$ cat config.mk
export PLATFORM = sky130hd
export DESIGN_NAME = inhibit_edge_bank
export DESIGN_NICKNAME = d
export VERILOG_FILES = /design/src/rtl/inhibit_edge_bank_pkg.sv /design/src/rtl/inhibit_edge_bank_edge_cell.sv /design/src/rtl/inhibit_edge_bank.sv
export SDC_FILE = /design/constraint.sdc
export NUM_CORES = 1
export LEC_CHECK = 0
export BUFFER_PORTS_ARGS = -buffer_cell sky130_fd_sc_hd__buf_2
export CAP_MARGIN = 10
export CORE_AREA = 2 2 70 72
export DETAILED_ROUTE_END_ITERATION = 8
export DIE_AREA = 0 0 72 74
export GPL_TIMING_DRIVEN = 1
export PLACE_DENSITY = 0.74
export SETUP_SLACK_MARGIN = 0.02
export SYNTH_ARGS = -nofsm -noshare
export SYNTH_HDL_FRONTEND = slang
export SYNTH_SLANG_ARGS = --single-unit
$ cat constraint.sdc
create_clock -name clk -period 2 [get_ports clk]
set_clock_uncertainty 0.05 [all_clocks]
set_input_delay 0.4 -clock clk [delete_from_list [all_inputs] [get_ports clk]]
set_output_delay 0.4 -clock clk [all_outputs]
set_load 0.05 [all_outputs]
$ cat src/rtl/inhibit_edge_bank_pkg.sv
// Shared edge-mode encoding and the edge-select helper used by every channel.
package inhibit_edge_bank_pkg;

    typedef enum logic [1:0] {
        MODE_RISE = 2'b00,
        MODE_FALL = 2'b01,
        MODE_BOTH = 2'b10,
        MODE_OFF  = 2'b11
    } mode_e;

    function automatic logic sel_edge(input mode_e m, input logic rise, input logic fall);
        unique case (m)
            MODE_RISE: sel_edge = rise;
            MODE_FALL: sel_edge = fall;
            MODE_BOTH: sel_edge = rise | fall;
            default:   sel_edge = 1'b0;
        endcase
    endfunction

endpackage

$ cat src/rtl/inhibit_edge_bank_edge_cell.sv
// One channel: two-stage sampler, mode-selected edge, inhibit gate, pulse,
// sticky flag and saturating event counter.
module edge_cell
    import inhibit_edge_bank_pkg::*;
#(
    parameter int CNT_W = 8
) (
    input  logic             clk,
    input  logic             reset,
    input  logic             i_din,
    input  logic             i_inhibit,
    input  logic [1:0]       i_mode,
    input  logic             i_clr,
    output logic             o_pulse,
    output logic             o_flag,
    output logic [CNT_W-1:0] o_count
);

    logic             r_s1;
    logic             r_s2;
    logic             r_pulse;
    logic             r_flag;
    logic [CNT_W-1:0] r_count;
    logic             w_rise;
    logic             w_fall;
    logic             w_event;

    assign w_rise  = r_s1 & ~r_s2;
    assign w_fall  = ~r_s1 & r_s2;
    assign w_event = sel_edge(mode_e'(i_mode), w_rise, w_fall) & ~i_inhibit;

    // clr only touches flag/count; the sampler and pulse keep running.
    always_ff @(posedge clk) begin
        if (reset) begin
            r_s1    <= 1'b0;
            r_s2    <= 1'b0;
            r_pulse <= 1'b0;
        end else begin
            r_s1    <= i_din;
            r_s2    <= r_s1;
            r_pulse <= w_event;
        end
    end

    always_ff @(posedge clk) begin
        if (reset || i_clr) begin
            r_flag  <= 1'b0;
            r_count <= '0;
        end else if (r_pulse) begin
            r_flag <= 1'b1;
            if (r_count != {CNT_W{1'b1}})
                r_count <= r_count + CNT_W'(1);
        end
    end

    assign o_pulse = r_pulse;
    assign o_flag  = r_flag;
    assign o_count = r_count;

endmodule

$ cat src/rtl/inhibit_edge_bank.sv
// Bank of WIDTH independent edge_cell channels sharing mode and clr; packs
// the per-channel counters and ORs the pulses.
module inhibit_edge_bank
    import inhibit_edge_bank_pkg::*;
#(
    parameter int WIDTH = 4,
    parameter int CNT_W = 8
) (
    input  logic                   clk,
    input  logic                   reset,
    input  logic [WIDTH-1:0]       din,
    input  logic [WIDTH-1:0]       inhibit,
    input  logic [1:0]             mode,
    input  logic                   clr,
    output logic [WIDTH-1:0]       pulse,
    output logic [WIDTH-1:0]       flag,
    output logic [WIDTH*CNT_W-1:0] count,
    output logic                   any_pulse
);

    logic [WIDTH-1:0][CNT_W-1:0] w_count;

    for (genvar g = 0; g < WIDTH; g++) begin : g_ch
        edge_cell #(.CNT_W(CNT_W)) u_cell (
            .clk       (clk),
            .reset     (reset),
            .i_din     (din[g]),
            .i_inhibit (inhibit[g]),
            .i_mode    (mode),
            .i_clr     (clr),
            .o_pulse   (pulse[g]),
            .o_flag    (flag[g]),
            .o_count   (w_count[g])
        );
    end

    assign count     = w_count;
    assign any_pulse = |pulse;

endmodule

==> results of run 1 <==
cell type report:
cell class / count / area (sq um)
flip-flops and latches: 48 / 960.9
well taps: 54 / 67.56
repair buffers: 58 / 302.8
inverters: 9 / 33.78
clock inverters: 2 / 10.01
multi-input cells: 185 / 1216
clock buffers: 6 / 82.58
fillers: 432 / 1924
layer usage:
| metal | GRT usage [%] | up-vias | part of all wire [%] |
|---|---|---|---|
| met3 | 5.149 | 2 | 5.7 |
| met2 | 30.45 | 42 | 45 |
| met4 | 6.289 | 0 | 0.49 |
| met1 | 22.03 | 914 | 48 |
| met5 | 0 | - | 0 |
| li1 | - | 1041 | - |
critical path, delay by kind of cell, from the launching register on:
kind	cells	cell delay, ps
buffers and inverters	1	230
DFF	1	390
and+or+nand+nor	1	540
cell families after synthesis:
group	Yosys count
adders and majority gates	12
muxes	9
DFF	48
buffers and inverters	29
and+or+nand+nor	102
AOI/OAI and AO/OA	62
sequential cells by signal (all words and copies together) (netlist names):
signal	cells
g_ch.u_cell.o_count	32
g_ch.u_cell.o_flag	4
g_ch.u_cell.o_pulse	4
g_ch.u_cell.r_s1	4
g_ch.u_cell.r_s2	4
Yosys cell counts (all sizes together):
| library cell | number | share of area [%] |
|---|---|---|
| ha | 12 | 6.4 |
| clkbuf | 3 | 0.53 |
| o21bai | 2 | 0.64 |
| dfxtp | 48 | 41 |
| a21o | 1 | 0.32 |
| nand3 | 4 | 0.85 |
| o21ai | 6 | 1.6 |
| nor2 | 17 | 2.7 |
| nand2 | 30 | 4.8 |
| nor4 | 1 | 0.27 |
| a211o | 3 | 1.1 |
| a41oi | 1 | 0.37 |
| nor2b | 6 | 1.6 |
| a21boi | 6 | 1.9 |
| a2111o | 3 | 1.4 |
| and4b | 1 | 0.43 |
| mux2i | 9 | 3.8 |
| or4 | 2 | 0.64 |
| nand2b | 2 | 0.53 |
| a311oi | 3 | 1.1 |
| or2 | 1 | 0.27 |
| inv | 9 | 1.4 |
| nand4 | 6 | 1.6 |
| a211oi | 12 | 3.8 |
| and4 | 10 | 3.7 |
| a21oi | 17 | 3.6 |
| nor4bb | 2 | 0.85 |
| nor3 | 7 | 1.7 |
| and3 | 8 | 2.1 |
| a31oi | 8 | 2.1 |
| buf | 17 | 5.1 |
| or3 | 5 | 1.3 |
worst paths after layout:
path,cells after the start,end,slack (ps)
worst min register to register,2,g_ch[0].u_cell.r_s2,410
worst max register to register,4,g_ch[1].u_cell.o_count[0],410
worst max-delay path,2,any_pulse,100
worst min-delay path,2,g_ch[2].u_cell.o_pulse,210
power breakdown:
part / total [mW] / internal, mW / switching [mW]
Clock: 0.579 / 0.276 / 0.303
Sequential: 0.979 / 0.967 / 0.0115
Combinational: 0.117 / 0.0433 / 0.0733
per-stage QoR:
| stage | utilization [%] | cell area, sq um |
|---|---|---|
| floorplan | - | 2344 |
| global placement | 56.14 | 2581 |
| detailed placement | 56.14 | 2581 |
| CTS | 58.15 | 2674 |
| global route | 58.15 | 2674 |
| finish | 58.15 | 2674 |
placed cells by master, fill, tap and decap left out, types with 4 or more instances in the layout:
cell type,Yosys,layout
and4_1,10,10
dfxtp_1,48,48
or3_1,5,5
nand4_1,6,6
nor3_1,6,6
ha_1,12,12
and3_1,8,8
buf_4,9,5
o21ai_0,4,4
a21oi_1,17,17
a211oi_1,12,12
nand3_1,4,4
inv_1,9,9
buf_2,6,53
nor2_1,17,17
a31oi_1,8,8
nand2_1,30,30
clkbuf_8,0,6
nor2b_1,6,6
mux2i_1,9,9
==> impl.org, run 1 <==
** Clock network
- Once the clock tree was built, the resizer swapped 0 gates to a different size.
- Worst-case clock buffer depth :: 2
- Count of hold-fix buffers inserted at cts :: 0
- The clock drives 48 sinks.
- TritonCTS built the clock tree.
- Clk root buf :: clkbuf_8
- Post-CTS setup buffer count :: 0
- Reg clk slew, reported paths :: about 80 ps
- Buffers inserted during clock tree synthesis total 5.
- The H-tree was split into 2 levels.
- The later pin in the worst-skew pair is clocked with a latency of 300 ps.

** Floorplanning
- In this run the count of I/O pins placed on the die edge is between 50 and 60.
- Core footprint :: 4598 sq um
- Once the floorplan was initialized, standard cells occupied between 50% and 60% of the core.
- Y dimension of the die :: ~74 microns
- Die Outline Area :: between 5000 and 6000 sq um
- Number of rows created at floorplan :: 25
- The die is 72 microns wide.

** Routing
- First DRT Iteration DRCs :: roughly 150
- DRC violation count after routing :: 0
- The detail route stage leaves a number of antenna-violating nets equal to 0.
- Wires add up to ~4500 microns.
- After detailed routing, the average wire length per cell comes to ~12 microns.
- After detailed routing, the number of vias per cell comes to 5.522.
- Total via count in the routed design :: roughly 2,000
- Before antenna repair, the detailed router went through 4 iterations.

** GRT
- Global-route congestion overflow total :: 0
- In the global route stage, overall resource usage came out at 17.96%.
- The first global-routing pass estimated approximately 7600 microns of wire.
- The number of antenna violations at the first check in global routing is 0.
- The number of global-route vias before repair is around 1,800.
- Entering global routing, the biggest net connects 18 pins.

** Worst setup path
- Type of origin of the critical path :: register
- CP startpoint :: g_ch[3].u_cell.o_pulse
- Slowest cell on crit path :: or4_1
- Start-to-end type of the worst setup path :: reg -> out
- For the worst setup path, the data required time is 1550 ps.
- Worst r2r src :: g_ch[1].u_cell.o_count[0]
- Traced cell by cell, the critical path runs through or4_1 > buf_2.
- Critical-path maximum fanout :: 9
- Critical path's largest stage delay :: about 540 ps
- Critical path data arrival time :: approximately 1500 ps
- The worst setup path is captured at an output pin.

** Timing
- Hold Vio Cnt, Final :: 0
- Post-route clock period utilization :: a little over nine tenths
- Hold slack final :: roughly 210 ps
- Accumulated negative setup slack :: 0 ps
- Highest clock rate :: around 530 MHz
- Clock period minus worst slack :: ~1900 ps
- Setup violations remaining at the end of the flow were counted as 0.
- At the pin with the least slew margin, the transition time is between 300 and 400 ps.
- Number of pins with negative max-slew slack in the final report :: 0
- The worst pin sits at a relative slew slack of roughly 73%.
- In the post-route analysis, the smallest setup slack over all paths is about 100 ps.
- Setup repair after global routing left no endpoint under its margin.

** Yosys
- The number of nets handed over by synthesis was between 200 and 300.
- The synthesized netlist devotes 0% of its cell area to XOR and XNOR gates.
- Count of distinct cell types in the synthesized netlist :: 38
- Number of standard cells after synthesis :: 262
- In this run the mean area of a mapped cell was between 8 and 9 sq um.
- Fraction of the mapped netlist area in adder cells :: between 6 and 7%
- Synth Register Bits :: 48
- The synthesized netlist devotes 18.15% of its cell area to compound gates.
- Yosys printed 0 warnings.
- Syn Std Cell Area :: about 2300 sq um
- Dominant combinational cell family by area after synthesis :: simple AND/OR/NAND/NOR gates
- Simple logic cell fraction of the synthesized area :: approximately a quarter
- Share of the yosys chip area belonging to registers :: around 40%
- Multiplexer area fraction after synthesis :: 3.844%

** Run status
- The flow ran to the end, and the final reports show no timing, DRC or antenna violations.

** Power
- For this design the static power due to leakage is 1.141 nW.
- Across the VDD grid, the largest voltage drop is 0.4032 mV.
- Power Dens Cells :: between 600 and 700 nW/um^2
- The completed layout was analyzed and its total power is between 1.5 and 2 mW.

** Placement
- Port buffering added 53 buffers.
- After detailed placement, the design holds a cell count of approximately 350.
- Once detailed placement completed, the half-perimeter wirelength came to 3351 microns.
- Routability-driven placement finished with a final weighted congestion of ~0.77.
- Prior to clock tree synthesis, the placed netlist has a worst setup slack of 435.2 ps.

** Flow run
- Across the run, the number of max-cap violations was 0.

** Finish
- At the end of the flow, the number of nets in the layout was 332.
- Post-Layout Cell Count :: between 300 and 400
- The repair_antennas step left the layout with diodes totalling 0.
- Compared with the post-synthesis result, the final layout area differs by 14.09%.
- Fraction of final layout cells with drive strength greater than 1 :: 22.40%

** Hold path
- Worst hold path class :: in -> reg
- The worst hold path begins at inhibit[2].
Note: power is estimated with default switching activity, not from simulation.
==> run 2, diff against run 1 <==
- CAP_MARGIN: 10 -> 20
- CELL_PAD_IN_SITES_DETAIL_PLACEMENT: unset -> 1
- CELL_PAD_IN_SITES_GLOBAL_PLACEMENT: unset -> 1
- CORE_AREA: 2 2 70 72 -> 2 2 80 82
- DIE_AREA: 0 0 72 74 -> 0 0 82 84
- MAX_ROUTING_LAYER: unset -> met4
- PLACE_DENSITY: 0.74 -> 0.75
==> run 2 against run 1 <==
  * Via count increased by 5.2%
  * Core utilization decreased by 14 points
  * Total power decreased by 1.5%
  * Count of clock-buffer cells in the layout unchanged
  * Register-to-register slack about the same
  * Sequential share of layout area decreased by 0.054 points
  * Combinational power about the same
  * First-iteration DRC count decreased by 56%
  * Clock power decreased by 4.7%
==> impl.org, run 2 (synthesized netlist as in run 1, its figures left out) <==
** Finish
- P&R area growth vs syn :: 14.42%
- Largest register FFs :: 32 (unchanged)
- Leaving out fill and tap cells, the most frequent cell in the layout is buf_2.
- The final net count was 331 (-0.30%).
- Final Cell Area :: 2681 sq um (+0.28%)
- The number of diodes is 0 (unchanged).
- Register area :: 962.2 sq um (+0.13%)
- Total area of multi-input combinational cells :: 1216 sq um (unchanged)
- The ratio of cells with drive above 1 in the final layout came to 21.90% (-0.51 points).
- Number of inserted filler cells in the final layout :: 759 (+76%)
- In the layout the commonest cells are 53 x buf_2, 47 x dfxtp_1, 30 x nand2_1.
- The post-layout utilization of the core came to 43.99% (-14 points).

** Timing
- Clock period minus worst slack :: 1891 ps (-7.653 ps)
- The ratio of final minimum period to clock period came to 94.53% (-0.38 points).
- Final setup fails :: 0 (unchanged)
- Worst Max-Slew Pin Slew :: 399.1 ps (-0.9145 ps)
- Accumulated negative setup slack :: 0 ps (unchanged)
- Relative slew margins :: 73.16% (about the same)
- The maximum clock rate is 528.9 MHz (+0.40%).
- Number of pins with negative max-slew slack in the final report :: 0 (unchanged)
- Setup repair after global routing missed its margin :: false
- Hold Vio Cnt, Final :: 0 (unchanged)

** Hold path
- The path with the worst hold slack has its endpoint at g_ch[1].u_cell.o_pulse.
- Worst hold path class :: in -> reg
- Worst Hold Depth :: 2 (unchanged)
- Startpoint of the lowest-slack hold path :: inhibit[1]

** Clock network
- TritonCTS built the clock tree.
- Total clock buffers created by CTS :: 5 (unchanged)
- The worst-skew pair later-pin latency was 300 ps (about the same).
- Number of clock sinks seen by CTS :: 48 (unchanged)
- The clock transition at the register clock pins on the worst setup and hold paths after CTS was 80 ps (about the same).
- Number of H-tree levels :: 2 (unchanged)
- The cts-stage hold buffer count came to 0 (unchanged).
- Post-CTS setup buffer count :: 0 (unchanged)
- The cell sitting at the root of the clock tree is a clkbuf_8.
- Worst-case clock buffer depth :: 2 (unchanged)

** GRT
- Number of antenna violations at the first check in global routing :: 0 (unchanged)
- The global routing usage summed across all routing layers came to 17.92% (-0.038 points).
- The wire length of the first global-routing pass is 9473 microns (+25%).
- The largest net degree at the start of global routing was 24 (+6).
- The number of global-route vias before repair came to 1,982 (+12%).
- The total overflow reported by the global router is 0 (unchanged).

** Worst setup path
- Start-to-end type of the worst setup path :: reg -> out
- The endpoint identified for the worst register-to-register timing path is g_ch[2].u_cell.o_count[6].
- In this run the critical register-to-register path is launched from g_ch[2].u_cell.o_count[0].
- Type of origin of the critical path :: register
- The worst setup path is captured at an output pin.
- Cells on worst reg2reg path :: 4 (unchanged)
- The arrival time of the worst setup path was 1440 ps (about the same).
- The worst path required time was 1550 ps (about the same).
- The reg-to-reg setup timing slack is 410 ps (about the same).
- Critical-path maximum fanout :: 10 (+1)

** Routing
- The remaining antenna violation count was 0 (unchanged).
- The met3 wire length is 301 microns (+16%).
- The residual DRC count came to 0 (unchanged).
- The total met2 wirelength after detailed routing came to 2649 microns (+29%).
- The highest layer touched by signal routing is met4.
- The first-pass iteration count of the detailed router is 4 (unchanged).
- The starting DRC count in detailed routing was 68 (-56%).
- Total Wirelength :: 5630 microns (+25%)
- The detail-routed net length per standard cell was 14.70 microns (+18%).
- Total via count in the routed design :: 2,102 (+5.2%)
- Met1 layer wirelength in the final routing :: 2606 microns (+20%)
- Ratio of routed vias to standard cells :: 5.488 (-0.61%)

** Placement
- # port buffers :: 53 (unchanged)
- Placed instance area :: 2603 sq um (+0.82%)
- The HPWL reported at the end of detailed placement was 4140 microns (+24%).
- GP Congestion :: 0.8100 (+5.2%)

** Floorplanning
- The floorplan core area was 6096 sq um (+33%).
- The die extent in y came to 84 microns (+14%).
- The starting density of the core came to 38.44% (-13 points).
- Number of primary I/O pins :: 54 (unchanged)
- Number of rows created at floorplan :: 29 (+16%)
- Die Outline Area :: 6888 sq um (+29%)
- Die boundary width :: 82 microns (+14%)

** Power
- The sum of internal, switching and leakage power came to 1.650 mW (-1.5%).
- The cell leakage power was 1.127 nW (-1.2%).
- The worst ir drop on vdd came to 0.3132 mV (-22%).
- Power Dens Cells :: 615.2 nW/um^2 (-1.8%)

** Flow run
- MaxCap Viol Count :: 0 (unchanged)

** Run status
- Outcome :: complete, no violations
-- run 2: cell types whose count changed in the layout (fill, tap and decap cells not counted), sizes merged --
cell    delta
buf        -1
clkinv     -1
-- run 2: final cells by class --
cell class | count | share of cell area [%]
inverters | 9 | 1.260
well taps | 77 | 3.593
flip-flops and latches | 48 | 35.88
clock inverters | 1 | 0.1867
multi-input cells | 185 | 45.36
clock buffers | 6 | 2.706
repair buffers | 57 | 11.01
-- run 2: timing repair --
| action | CTS | global route |
|---|---|---|
| hold endpoints to repair | 0 | 0 |
| resized for setup | 0 | 1 |
| setup endpoints to repair | 0 | 1 |
-- run 2: routing by layer --
layer,vias to the layer above,GRT usage (%)
met5,-,-
met4,0,5.455
met3,6,4.545
met2,46,27.49
met1,1009,23.03
li1,1041,-
-- run 2: worst max path at each step --
stage | from | endpoint | slack [ps]
CTS | g_ch[3].u_cell.o_pulse | any_pulse | 40
floorplan | g_ch[2].u_cell.o_count[0] | g_ch[2].u_cell.o_count[6] | 180
global placement | g_ch[3].u_cell.o_pulse | any_pulse | 390
global route | g_ch[0].u_cell.o_pulse | any_pulse | 50
detailed placement | g_ch[3].u_cell.o_pulse | any_pulse | 380
finish | g_ch[0].u_cell.o_pulse | any_pulse | 110
-- run 2: through the flow --
stage               hold WS, ps  cells  setup WS (ps)
global placement          392.5    376          388.1
global route              187.6    383          50.56
finish                    201.2    383          109.4
detailed placement        408.7    376          382.8
CTS                       186.8    383          36.18
floorplan                 381.6    262          181.5
-- run 2: critical path, stage by stage, from the launching register on --
cell and delay, ps:
dfxtp_1 400, or4_1 510, buf_2 230
-- run 2: where the power goes --
group	internal, mW	total (mW)	switching [mW]
Sequential	0.967	0.979	0.0116
Combinational	0.0424	0.119	0.0761
Clock	0.238	0.552	0.314
Total	1.25	1.65	0.402
